$ cat config.mk
export PLATFORM = sky130hd
export DESIGN_NAME = idli_alu_seq_m
export DESIGN_NICKNAME = d
export VERILOG_FILES = /design/src/rtl/idli_pkg.sv /design/src/rtl/idli_alu_m.sv /design/src/rtl/idli_alu_seq_m.sv
export SDC_FILE = /design/constraint.sdc
export NUM_CORES = 1
export LEC_CHECK = 0
export CAP_MARGIN = 30
export CORE_UTILIZATION = 35
export CTS_CLUSTER_SIZE = 30
export DETAILED_ROUTE_END_ITERATION = 8
export PLACE_DENSITY = 0.57
export SYNTH_ARGS = -nofsm -noshare
export SYNTH_HDL_FRONTEND = slang
export SYNTH_SLANG_ARGS = --single-unit
$ cat constraint.sdc
create_clock -name i_seq_gck -period 4.4 [get_ports i_seq_gck]
set_input_delay 1.32 -clock i_seq_gck [delete_from_list [all_inputs] [get_ports i_seq_gck]]
set_output_delay 1.32 -clock i_seq_gck [all_outputs]
set_load 0.03 [all_outputs]
$ cat src/rtl/idli_pkg.sv
// Shared types for the idli datapath: ALU/control op encodings, sequencer
// states, flag bit positions and the control-op decode used by the sequencer.
package idli_pkg;

  typedef logic [3:0] sqi_data_t;

  typedef enum logic [1:0] {
    ALU_OP_ADD,
    ALU_OP_AND,
    ALU_OP_OR,
    ALU_OP_XOR
  } alu_op_t;

  typedef enum logic [2:0] {
    CTL_OP_ADD,
    CTL_OP_ADC,
    CTL_OP_SUB,
    CTL_OP_SBC,
    CTL_OP_AND,
    CTL_OP_ANDN,
    CTL_OP_OR,
    CTL_OP_XOR
  } ctl_op_t;

  typedef enum logic [1:0] {
    SEQ_IDLE,
    SEQ_BUSY,
    SEQ_DONE
  } seq_state_t;

  // Flags are packed {N,Z,C,V}.
  localparam int FLAG_V = 0;
  localparam int FLAG_C = 1;
  localparam int FLAG_Z = 2;
  localparam int FLAG_N = 3;

  typedef struct packed {
    alu_op_t alu_op;
    logic    rhs_inv;
    logic    cin;
    logic    arith;
  } seq_dec_t;

  function automatic seq_dec_t ctl_decode(input ctl_op_t op, input logic cin);
    seq_dec_t d;
    d.alu_op  = ALU_OP_ADD;
    d.rhs_inv = 1'b0;
    d.cin     = 1'b0;
    d.arith   = 1'b1;
    unique case (op)
      CTL_OP_ADD:  ;
      CTL_OP_ADC:  d.cin = cin;
      CTL_OP_SUB:  begin d.rhs_inv = 1'b1; d.cin = 1'b1; end
      CTL_OP_SBC:  begin d.rhs_inv = 1'b1; d.cin = cin; end
      CTL_OP_AND:  begin d.alu_op = ALU_OP_AND; d.arith = 1'b0; end
      CTL_OP_ANDN: begin d.alu_op = ALU_OP_AND; d.rhs_inv = 1'b1; d.arith = 1'b0; end
      CTL_OP_OR:   begin d.alu_op = ALU_OP_OR;  d.arith = 1'b0; end
      CTL_OP_XOR:  begin d.alu_op = ALU_OP_XOR; d.arith = 1'b0; end
      default:     ;
    endcase
    return d;
  endfunction

endpackage

$ cat src/rtl/idli_alu_m.sv
// 4-bit ALU slice: one nibble per use, with carry in/out and the carry into
// bit 3 so the caller can form signed overflow on the top nibble.
module idli_alu_m
  import idli_pkg::*;
(
  input  alu_op_t   i_alu_op,
  input  sqi_data_t i_alu_lhs,
  input  sqi_data_t i_alu_rhs,
  input  logic      i_alu_rhs_inv,
  input  logic      i_alu_cin,
  output sqi_data_t o_alu_data,
  output logic      o_alu_cout,
  output logic      o_alu_sign_cin
);

  sqi_data_t  w_rhs;
  logic [4:0] w_sum;
  logic [3:0] w_low;

  assign w_rhs = i_alu_rhs_inv ? ~i_alu_rhs : i_alu_rhs;
  assign w_sum = {1'b0, i_alu_lhs} + {1'b0, w_rhs} + {4'b0, i_alu_cin};
  // Sum of the low three bits; its MSB is the carry into the sign bit.
  assign w_low = {1'b0, i_alu_lhs[2:0]} + {1'b0, w_rhs[2:0]} + {3'b0, i_alu_cin};

  always_comb begin
    o_alu_data     = w_sum[3:0];
    o_alu_cout     = 1'b0;
    o_alu_sign_cin = 1'b0;
    unique case (i_alu_op)
      ALU_OP_ADD: begin
        o_alu_cout     = w_sum[4];
        o_alu_sign_cin = w_low[3];
      end
      ALU_OP_AND: o_alu_data = i_alu_lhs & w_rhs;
      ALU_OP_OR:  o_alu_data = i_alu_lhs | w_rhs;
      ALU_OP_XOR: o_alu_data = i_alu_lhs ^ w_rhs;
      default:    ;
    endcase
  end

endmodule

$ cat src/rtl/idli_alu_seq_m.sv
// Sequencer that runs a full-width op through the 4-bit ALU one nibble per
// cycle (LSB first) and presents the result and NZCV flags on a handshake.
module idli_alu_seq_m
  import idli_pkg::*;
#(
  parameter int NIBBLES = 4,
  localparam int W = 4 * NIBBLES
) (
  input  logic         i_seq_gck,
  input  logic         i_seq_rst_n,
  input  logic         i_seq_flush,
  input  logic         i_seq_in_vld,
  output logic         o_seq_in_rdy,
  input  ctl_op_t      i_seq_op,
  input  logic [W-1:0] i_seq_lhs,
  input  logic [W-1:0] i_seq_rhs,
  input  logic         i_seq_cin,
  output logic         o_seq_out_vld,
  input  logic         i_seq_out_rdy,
  output logic [W-1:0] o_seq_data,
  output logic [3:0]   o_seq_flags,
  output logic         o_seq_busy
);

  localparam int CW = $clog2(NIBBLES);
  localparam logic [CW-1:0] LAST = CW'(NIBBLES - 1);

  seq_state_t    r_state, w_state_next;
  logic [CW-1:0] r_cnt;
  logic          r_carry;
  logic [W-1:0]  r_lhs, r_rhs, r_data;
  logic [3:0]    r_flags;
  alu_op_t       r_alu_op;
  logic          r_rhs_inv, r_arith;

  seq_dec_t      w_dec;
  logic          w_accept, w_last, w_step;
  logic [CW+1:0] w_idx;
  sqi_data_t     w_alu_data;
  logic          w_alu_cout, w_alu_sign_cin;
  logic [W-1:0]  w_data_next;
  logic [3:0]    w_flags;

  assign w_dec    = ctl_decode(i_seq_op, i_seq_cin);
  assign w_accept = i_seq_in_vld & o_seq_in_rdy;
  assign w_last   = (r_cnt == LAST);
  assign w_step   = (r_state == SEQ_BUSY) & ~i_seq_flush;
  assign w_idx    = {r_cnt, 2'b00};

  always_ff @(posedge i_seq_gck or negedge i_seq_rst_n) begin
    if (!i_seq_rst_n) r_state <= SEQ_IDLE;
    else              r_state <= w_state_next;
  end

  always_comb begin
    w_state_next = r_state;
    o_seq_in_rdy = 1'b0;
    unique case (r_state)
      SEQ_IDLE: begin
        o_seq_in_rdy = 1'b1;
        if (i_seq_in_vld) w_state_next = SEQ_BUSY;
      end
      SEQ_BUSY: if (w_last) w_state_next = SEQ_DONE;
      SEQ_DONE: begin
        if (i_seq_out_rdy) begin
          o_seq_in_rdy = 1'b1;
          w_state_next = i_seq_in_vld ? SEQ_BUSY : SEQ_IDLE;
        end
      end
      default: w_state_next = SEQ_IDLE;
    endcase
    // Flush overrides both a new request and consumption of a held result.
    if (i_seq_flush) begin
      o_seq_in_rdy = 1'b0;
      w_state_next = SEQ_IDLE;
    end
  end

  idli_alu_m u_alu (
    .i_alu_op       (r_alu_op),
    .i_alu_lhs      (r_lhs[w_idx +: 4]),
    .i_alu_rhs      (r_rhs[w_idx +: 4]),
    .i_alu_rhs_inv  (r_rhs_inv),
    .i_alu_cin      (r_carry),
    .o_alu_data     (w_alu_data),
    .o_alu_cout     (w_alu_cout),
    .o_alu_sign_cin (w_alu_sign_cin)
  );

  always_comb begin
    w_data_next             = r_data;
    w_data_next[w_idx +: 4] = w_alu_data;
    w_flags                 = '0;
    w_flags[FLAG_N]         = w_data_next[W-1];
    w_flags[FLAG_Z]         = ~|w_data_next;
    w_flags[FLAG_C]         = r_arith & w_alu_cout;
    w_flags[FLAG_V]         = r_arith & (w_alu_sign_cin ^ w_alu_cout);
  end

  always_ff @(posedge i_seq_gck or negedge i_seq_rst_n) begin
    if (!i_seq_rst_n) begin
      r_cnt     <= '0;
      r_carry   <= 1'b0;
      r_lhs     <= '0;
      r_rhs     <= '0;
      r_data    <= '0;
      r_flags   <= '0;
      r_alu_op  <= ALU_OP_ADD;
      r_rhs_inv <= 1'b0;
      r_arith   <= 1'b0;
    end else if (w_accept) begin
      r_cnt     <= '0;
      r_carry   <= w_dec.cin;
      r_lhs     <= i_seq_lhs;
      r_rhs     <= i_seq_rhs;
      r_alu_op  <= w_dec.alu_op;
      r_rhs_inv <= w_dec.rhs_inv;
      r_arith   <= w_dec.arith;
    end else if (w_step) begin
      r_data  <= w_data_next;
      r_carry <= w_alu_cout;
      if (w_last) r_flags <= w_flags;
      else        r_cnt   <= r_cnt + 1'b1;
    end
  end

  assign o_seq_out_vld = (r_state == SEQ_DONE);
  assign o_seq_busy    = (r_state == SEQ_BUSY);
  assign o_seq_data    = r_data;
  assign o_seq_flags   = r_flags;

endmodule

==> results of run 1 <==
[final cells by class]
class,count,area (µm²)
fillers,917,4945
multi-input cells,256,1629
flip-flops and latches,61,1526
repair buffers,69,670.6
well taps,111,138.9
clock buffers,10,127.6
clock inverters,6,87.58
inverters,19,71.32
[synth_stat cells (3+ instances only)]
| cell | n | area [µm²] |
|---|---|---|
| sky130_fd_sc_hd__nand4_1 | 4 | 25.02 |
| sky130_fd_sc_hd__ha_1 | 14 | 175.2 |
| sky130_fd_sc_hd__nor4_1 | 3 | 18.77 |
| sky130_fd_sc_hd__mux4_1 | 4 | 105.1 |
| sky130_fd_sc_hd__o21ai_0 | 21 | 105.1 |
| sky130_fd_sc_hd__nand3_1 | 3 | 15.01 |
| sky130_fd_sc_hd__nand2_1 | 129 | 484.2 |
| sky130_fd_sc_hd__nor2b_1 | 5 | 31.28 |
| sky130_fd_sc_hd__xor2_1 | 3 | 26.28 |
| sky130_fd_sc_hd__dfrtp_1 | 61 | 1526 |
| sky130_fd_sc_hd__mux4_2 | 5 | 112.6 |
| sky130_fd_sc_hd__a31oi_1 | 3 | 18.77 |
| sky130_fd_sc_hd__a22o_1 | 8 | 70.07 |
| sky130_fd_sc_hd__nor3_1 | 6 | 30.03 |
| sky130_fd_sc_hd__a21oi_1 | 4 | 20.02 |
| sky130_fd_sc_hd__clkbuf_1 | 12 | 45.04 |
| sky130_fd_sc_hd__a22oi_1 | 4 | 30.03 |
| sky130_fd_sc_hd__inv_1 | 19 | 71.32 |
| sky130_fd_sc_hd__nor2_1 | 10 | 37.54 |
[layer usage]
layer / wire length (µm) / track usage (%) / vias up
met5: 0 / 0 / -
met4: 117 / 6.200 / 0
met3: 246 / 3.688 / 9
met2: 3402 / 25.39 / 53
met1: 3608 / 21.91 / 1235
li1: - / - / 1315
[flip-flops by register name, indices dropped and copies added, names as in the netlist]
name and cells:
r_state 2, r_cnt 2, r_rhs 16, r_carry 1
r_alu_op 2, r_lhs 16, r_rhs_inv 1, o_seq_data 16
o_seq_flags 4, r_arith 1
[how the worst min path moves through the flow]
stage,startpoint,to,cells past startpoint
detailed placement,r_lhs[11]$_DFFE_PN0P_,r_lhs[11]$_DFFE_PN0P_,2
floorplan,r_lhs[5]$_DFFE_PN0P_,r_lhs[5]$_DFFE_PN0P_,2
global route,r_rhs[6]$_DFFE_PN0P_,r_rhs[6]$_DFFE_PN0P_,2
global placement,r_rhs[15]$_DFFE_PN0P_,r_rhs[15]$_DFFE_PN0P_,2
finish,r_rhs[6]$_DFFE_PN0P_,r_rhs[6]$_DFFE_PN0P_,2
CTS,r_rhs[6]$_DFFE_PN0P_,r_rhs[6]$_DFFE_PN0P_,2
[worst max-delay path, stage by stage]
cell and delay (ns):
sky130_fd_sc_hd__clkdlybuf4s50_1 0.45, sky130_fd_sc_hd__inv_1 0.04, sky130_fd_sc_hd__a211oi_1 0.36, sky130_fd_sc_hd__clkdlybuf4s50_1 0.75
[report_power, final]
| part | leakage, nW | switching, mW | internal, mW |
|---|---|---|---|
| Combinational | 1.07 | 0.817 | 0.612 |
| Sequential | 0.790 | 0.104 | 0.688 |
| Clock | 0.0985 | 0.232 | 0.318 |
[cells by family after synthesis]
| group | count (synthesis) | share of synthesized area, % |
|---|---|---|
| AOI/OAI and AO/OA | 53 | 11.86 |
| xor gates and xnor gates | 7 | 2.661 |
| adders and majority gates | 15 | 5.929 |
| buffers and inverters | 34 | 4.143 |
| DFF | 61 | 46.37 |
| muxes | 12 | 7.564 |
| and+or+nand+nor | 169 | 21.47 |
[layout by cell type (no fill, tap or decap), types with 4 or more instances in the layout]
cell	synthesis	final
sky130_fd_sc_hd__mux4_2	5	5
sky130_fd_sc_hd__ha_1	14	14
sky130_fd_sc_hd__a22oi_1	4	4
sky130_fd_sc_hd__inv_1	19	19
sky130_fd_sc_hd__clkbuf_8	0	9
sky130_fd_sc_hd__a22o_1	8	8
sky130_fd_sc_hd__mux4_1	4	4
sky130_fd_sc_hd__nor3_1	6	6
sky130_fd_sc_hd__a21oi_1	4	4
sky130_fd_sc_hd__nor2_1	10	10
sky130_fd_sc_hd__nand4_1	4	4
sky130_fd_sc_hd__nand2_1	129	129
sky130_fd_sc_hd__buf_4	0	6
sky130_fd_sc_hd__clkdlybuf4s50_1	0	62
sky130_fd_sc_hd__dfrtp_1	61	61
sky130_fd_sc_hd__o21ai_0	21	21
sky130_fd_sc_hd__nor2b_1	5	5
[through the flow]
step | util [%] | cell area [µm²]
after detailed placement | 43.89 | 4036
after global routing | 46.23 | 4252
final | 46.23 | 4252
after global placement | 43.89 | 4036
after CTS | 46.23 | 4252
after floorplan | - | 3292
==> out/qor.log, run 1 <==
INFO  job            maxCapViolCount=0
INFO  floorplanning  die_area=9797µm²
INFO  placed_design  place_worst_setup_slack=0.1633ns
INFO  worst_setup_path critical_path_peak_fanout=3
INFO  worst_setup_path endpoint=o_seq_in_rdy
INFO  synthesis      synth_area_per_cell=9.379µm²
INFO  clock_tree     path_clk_slew=0.07ns
INFO  power          totalPowerFinal=2.771mW
INFO  worst_setup_path timing.critical_path.to_type=output port
INFO  clock_tree     post-cts-setup-buffers=0
INFO  clock_tree     count_of_h_tree_levels_built_during_cts=3
INFO  clock_tree     cts-buffers-inserted=9
INFO  clock_tree     cts_root_buffer=sky130_fd_sc_hd__clkbuf_8
INFO  timing         final_period_minus_worst_setup_slack=4.244ns
INFO  synthesis      synth.net_count=407
INFO  timing         finalSetupViolations=0
INFO  drt            first_pass_iters=4
INFO  timing         rsz0062_at_grt=no
INFO  timing         final.hold.worst_slack=0.4695ns
INFO  placed_design  globalplace.congestion=0.8189
INFO  clock_tree     max-clock-path-buffers=2
INFO  grt            grt_first_pass_wirelength=12230µm
INFO  floorplanning  boundaryPins=64
INFO  floorplanning  rows=35
INFO  synthesis      synth.distinct_cells=46
INFO  cells_and_area final_net_count=472
INFO  hold_path      hold_class=flop to flop
INFO  synthesis      synth.cell_area=3292µm²
INFO  clock_tree     cts-hold-fix-buffers=0
INFO  timing         timing_worst_slew_pin_value=0.8853ns
INFO  worst_setup_path worst_ep_arrival_time=2.92ns
INFO  synthesis      ys_async_sr_fraction=100.0%
INFO  worst_setup_path timing.critical_path.required=3.08ns
INFO  cells_and_area num_antenna_cells=0
INFO  floorplanning  initial_core_util=35.80%
INFO  placed_design  placedCellCount=516
INFO  timing         fin_setup_tns=0ns
INFO  power          power.density_cell_area=651.8nW/µm²
INFO  drt            routed_via_density=4.910
INFO  grt            first_global_vias=2547
INFO  timing         timing.final.crit_share=96.46%
INFO  grt            grt_remaining_overflow=0
INFO  drt            route.vias.total=2612
INFO  clock_tree     tritoncts=built
INFO  worst_setup_path rr_endpoint=o_seq_flags[2]$_DFFE_PN0P_
INFO  timing         finalWorstSetupSlack=0.1556ns
INFO  placed_design  io_buffers=63
INFO  synthesis      synth-seq-area-share=46.37%
INFO  power          leakagePower=1.954nW
INFO  synthesis      ys_seq_elements=61
INFO  worst_setup_path rrSetupSlack=1.26ns
INFO  floorplanning  fp.coreArea=9196µm²
INFO  clock_tree     clock_sinks=61
INFO  cells_and_area synth_to_layout_area_growth=29.15%
INFO  worst_setup_path timing.critical_path.from_type=input port
INFO  clock_tree     cts_resized=0
INFO  drt            antenna_violating_nets_remaining=0
INFO  drt            drt_iter0_markers=75
INFO  worst_setup_path worstRegToRegCells=9
INFO  status         status=complete, no violations
INFO  timing         finClkSkew=0.01263ns
INFO  timing         slew_headroom=40.98%
INFO  synthesis      synth_edf_count=0
INFO  floorplanning  die_width=98.98µm
INFO  grt            antenna_found_initial=0
INFO  synthesis      synthFlopType=sky130_fd_sc_hd__dfrtp_1
INFO  worst_setup_path rr_startpoint=r_cnt[0]$_DFFE_PN0P_
INFO  grt            grt_max_degree=42
INFO  grt            grt_util_all_layers=16.22%
INFO  power          vdd.ir_drop.worst=0.0003030V
INFO  cells_and_area final_cells=532
INFO  clock_tree     clk-insertion-delay-late=0.35ns
INFO  synthesis      synthesis.instances=351
INFO  drt            wl_per_cell=13.86µm
INFO  cells_and_area post_route_cells_drive_above_1_share=8.789%
INFO  drt            detail_route.drc_violations=0
INFO  drt            drt_wl_total=7373µm
INFO  worst_setup_path critPathLaunch=i_seq_out_rdy
INFO  timing         final-max-slew-violation-count=0
INFO  timing         highest_attainable_clock_frequency=235.6MHz
INFO  timing         finalHoldViolations=0
INFO  synthesis      synthesis.yosys.warnings=0
INFO  placed_design  hpwl=5299µm
INFO  worst_setup_path ws_path_type=input port to output port
INFO  floorplanning  die_h=98.98µm
Note: power is estimated with default switching activity, not from simulation.
==> run 2, diff against run 1 <==
--- a/config.mk
+++ b/config.mk
@@ -6,10 +6,10 @@
 export NUM_CORES = 1
 export LEC_CHECK = 0
 export CAP_MARGIN = 30
-export CORE_UTILIZATION = 35
+export CORE_UTILIZATION = 50
 export CTS_CLUSTER_SIZE = 30
 export DETAILED_ROUTE_END_ITERATION = 8
-export PLACE_DENSITY = 0.57
+export PLACE_DENSITY = 0.76
 export SYNTH_ARGS = -nofsm -noshare
 export SYNTH_HDL_FRONTEND = slang
 export SYNTH_SLANG_ARGS = --single-unit
==> run 2 against run 1 <==
Net effect:
- clock skew is 0.0046 ns lower
- fmax is 0.11% higher
- die area is 29% lower
- power is 0.64% lower
- final cell count is 6.6% lower
- sequential share of layout area is 0.50 points higher
- hold slack better by 0.0074 ns
- flip-flop and latch count stayed put
- first-iteration DRC count is 92% higher
- count of clock-buffer cells in the layout is 1 higher
- critical path type unchanged
- largest cell class unchanged
- largest power group unchanged
==> out/qor.log, run 2 (same netlist as run 1, synthesis figures left out) <==
INFO  status         status=complete, no violations
INFO  worst_setup_path timing.critical_path.required=3.08ns
INFO  worst_setup_path rr_startpoint=r_cnt[0]$_DFFE_PN0P_
INFO  cells_and_area synth_to_layout_area_growth=27.37%
INFO  floorplanning  die_width=83.14µm
INFO  drt            route.vias.total=2678
INFO  placed_design  place_worst_setup_slack=0.1840ns
INFO  power          power.sequential.fraction=29.4%
INFO  drt            routed_via_density=5.388
INFO  worst_setup_path timing.critical_path.to_type=output port
INFO  cells_and_area num_antenna_cells=0
INFO  floorplanning  die_area=6912µm²
INFO  grt            antenna_found_initial=0
INFO  clock_tree     post-cts-setup-buffers=0
INFO  placed_design  io_buffers=63
INFO  power          p_switching=1.139mW
INFO  cells_and_area most_common_cell_after_layout_fill_and_taps_aside=sky130_fd_sc_hd__nand2_1
INFO  worst_setup_path critPathLaunch=i_seq_out_rdy
INFO  timing         final-max-slew-violation-count=0
INFO  drt            antenna_violating_nets_remaining=0
INFO  drt            first_pass_iters=4
INFO  worst_setup_path worst_ep_arrival_time=2.92ns
INFO  grt            first_global_vias=2584
INFO  drt            detail_route.drc_violations=0
INFO  power          vdd.ir_drop.worst=0.0004628V
INFO  floorplanning  rows=29
INFO  power          comb_power_share=51.1%
INFO  clock_tree     clk-insertion-delay-late=0.34ns
INFO  timing         finalHoldViolations=0
INFO  power          leakagePower=1.958nW
INFO  timing         final.hold.worst_slack=0.4769ns
INFO  floorplanning  initial_core_util=51.84%
INFO  worst_setup_path timing.critical_path.from_type=input port
INFO  cells_and_area post_route_cells_drive_above_1_share=8.333%
INFO  timing         finalWorstSetupSlack=0.1603ns
INFO  timing         timing.final.crit_share=96.36%
INFO  drt            drt_wl_total=7059µm
INFO  grt            grt_remaining_overflow=0
INFO  power          power.density_cell_area=656.7nW/µm²
INFO  drt            drt_iter0_markers=144
INFO  drt            wl_per_cell=14.20µm
INFO  placed_design  hpwl=5151µm
INFO  cells_and_area commonest_non_fill_non_tap_cells_in_the_layout=sky130_fd_sc_hd__nand2_1, sky130_fd_sc_hd__clkdlybuf4s50_1, sky130_fd_sc_hd__dfrtp_1
INFO  floorplanning  fp.coreArea=6350µm²
INFO  worst_setup_path critical_path_peak_fanout=3
INFO  worst_setup_path ws_path_type=input port to output port
INFO  floorplanning  boundaryPins=64
INFO  placed_design  globalplace.congestion=0.7923
INFO  power          power.switching_fraction=41.38%
INFO  clock_tree     cts-hold-fix-buffers=0
INFO  timing         finClkSkew=0.008019ns
INFO  timing         finalSetupViolations=0
INFO  placed_design  placedCellCount=481
INFO  timing         slew_headroom=45.76%
INFO  power          internal=1.614mW
INFO  cells_and_area final_core_density=66.03%
INFO  grt            grt_max_degree=38
INFO  cells_and_area final_cells=497
INFO  clock_tree     count_of_h_tree_levels_built_during_cts=3
INFO  timing         final_period_minus_worst_setup_slack=4.240ns
INFO  clock_tree     cts_root_buffer=sky130_fd_sc_hd__clkbuf_8
INFO  clock_tree     max-clock-path-buffers=2
INFO  hold_path      hp-start=r_rhs[6]$_DFFE_PN0P_
INFO  floorplanning  die_h=83.14µm
INFO  clock_tree     cts-buffers-inserted=9
INFO  clock_tree     tritoncts=built
INFO  job            maxCapViolCount=0
INFO  clock_tree     cts_resized=0
INFO  timing         timing_worst_slew_pin_value=0.8135ns
INFO  timing         rsz0062_at_grt=no
INFO  timing         highest_attainable_clock_frequency=235.9MHz
INFO  power          power.clock.fraction=19.5%
INFO  grt            grt_first_pass_wirelength=12220µm
INFO  timing         fin_setup_tns=0ns
INFO  grt            grt_util_all_layers=22.58%
INFO  clock_tree     clock_sinks=61
INFO  hold_path      hold_class=flop to flop
INFO  cells_and_area final_net_count=471
INFO  clock_tree     path_clk_slew=0.06ns
==> run 2: changes by cell type in the layout (fill, tap and decap cells not counted), sizes merged <==
cell	previous run	this run
clkbuf	10	11
clkinv	1	3
clkinvlp	3	0
buf	7	6
==> run 2: layout make-up <==
cell class / count / area [µm²]
clock inverter: 5 / 75.07
tap: 77 / 96.34
timing repair buffer: 68 / 663.1
inverter: 19 / 71.32
clock buffer: 11 / 131.4
sequential: 61 / 1526
fill: 522 / 2157
multi-input combinational: 256 / 1629
==> run 2: worst max-delay path: stages <==
cell and delay, ns:
sky130_fd_sc_hd__clkdlybuf4s50_1 0.45, sky130_fd_sc_hd__inv_1 0.05, sky130_fd_sc_hd__a211oi_1 0.36, sky130_fd_sc_hd__clkdlybuf4s50_1 0.74
==> run 2: final timing paths <==
path,endpoint,slack [ns],cells after the start
max,o_seq_in_rdy,0.16,4
min,r_rhs[6]$_DFFE_PN0P_,0.48,2
max reg2reg,o_seq_data[5]$_DFFE_PN0P_,1.32,8
min reg2reg,r_rhs[6]$_DFFE_PN0P_,0.48,2
max in group asynchronous,r_arith$_DFFE_PN0P_,2.51,2
min in group asynchronous,o_seq_data[13]$_DFFE_PN0P_,1.06,1
==> run 2: power by group through the flow <==
| stage | sequential (mW) | combinational, mW | clock, mW |
|---|---|---|---|
| floorplan | 0.830 | 1.00 | 0 |
| global placement | 0.813 | 1.36 | 0 |
| detailed placement | 0.822 | 1.41 | 0 |
| CTS | 0.812 | 1.41 | 0.548 |
| global route | 0.829 | 1.55 | 0.581 |
| finish | 0.810 | 1.41 | 0.537 |
==> run 2: per-layer routing <==
metal / track usage (%) / up-vias / routed length, µm
met5: 0 / - / 0
met4: 7.053 / 0 / 108
met3: 6.561 / 12 / 360
met2: 35.39 / 89 / 3308
met1: 30.43 / 1261 / 3282
li1: - / 1316 / -
==> run 2: through the flow <==
stage,power (mW),area (µm²)
2_1_floorplan,1.833,3292
3_3_place_gp,2.177,3986
3_5_place_dp,2.228,3986
4_1_cts,2.773,4193
5_1_grt,2.955,4193
6_report,2.754,4193
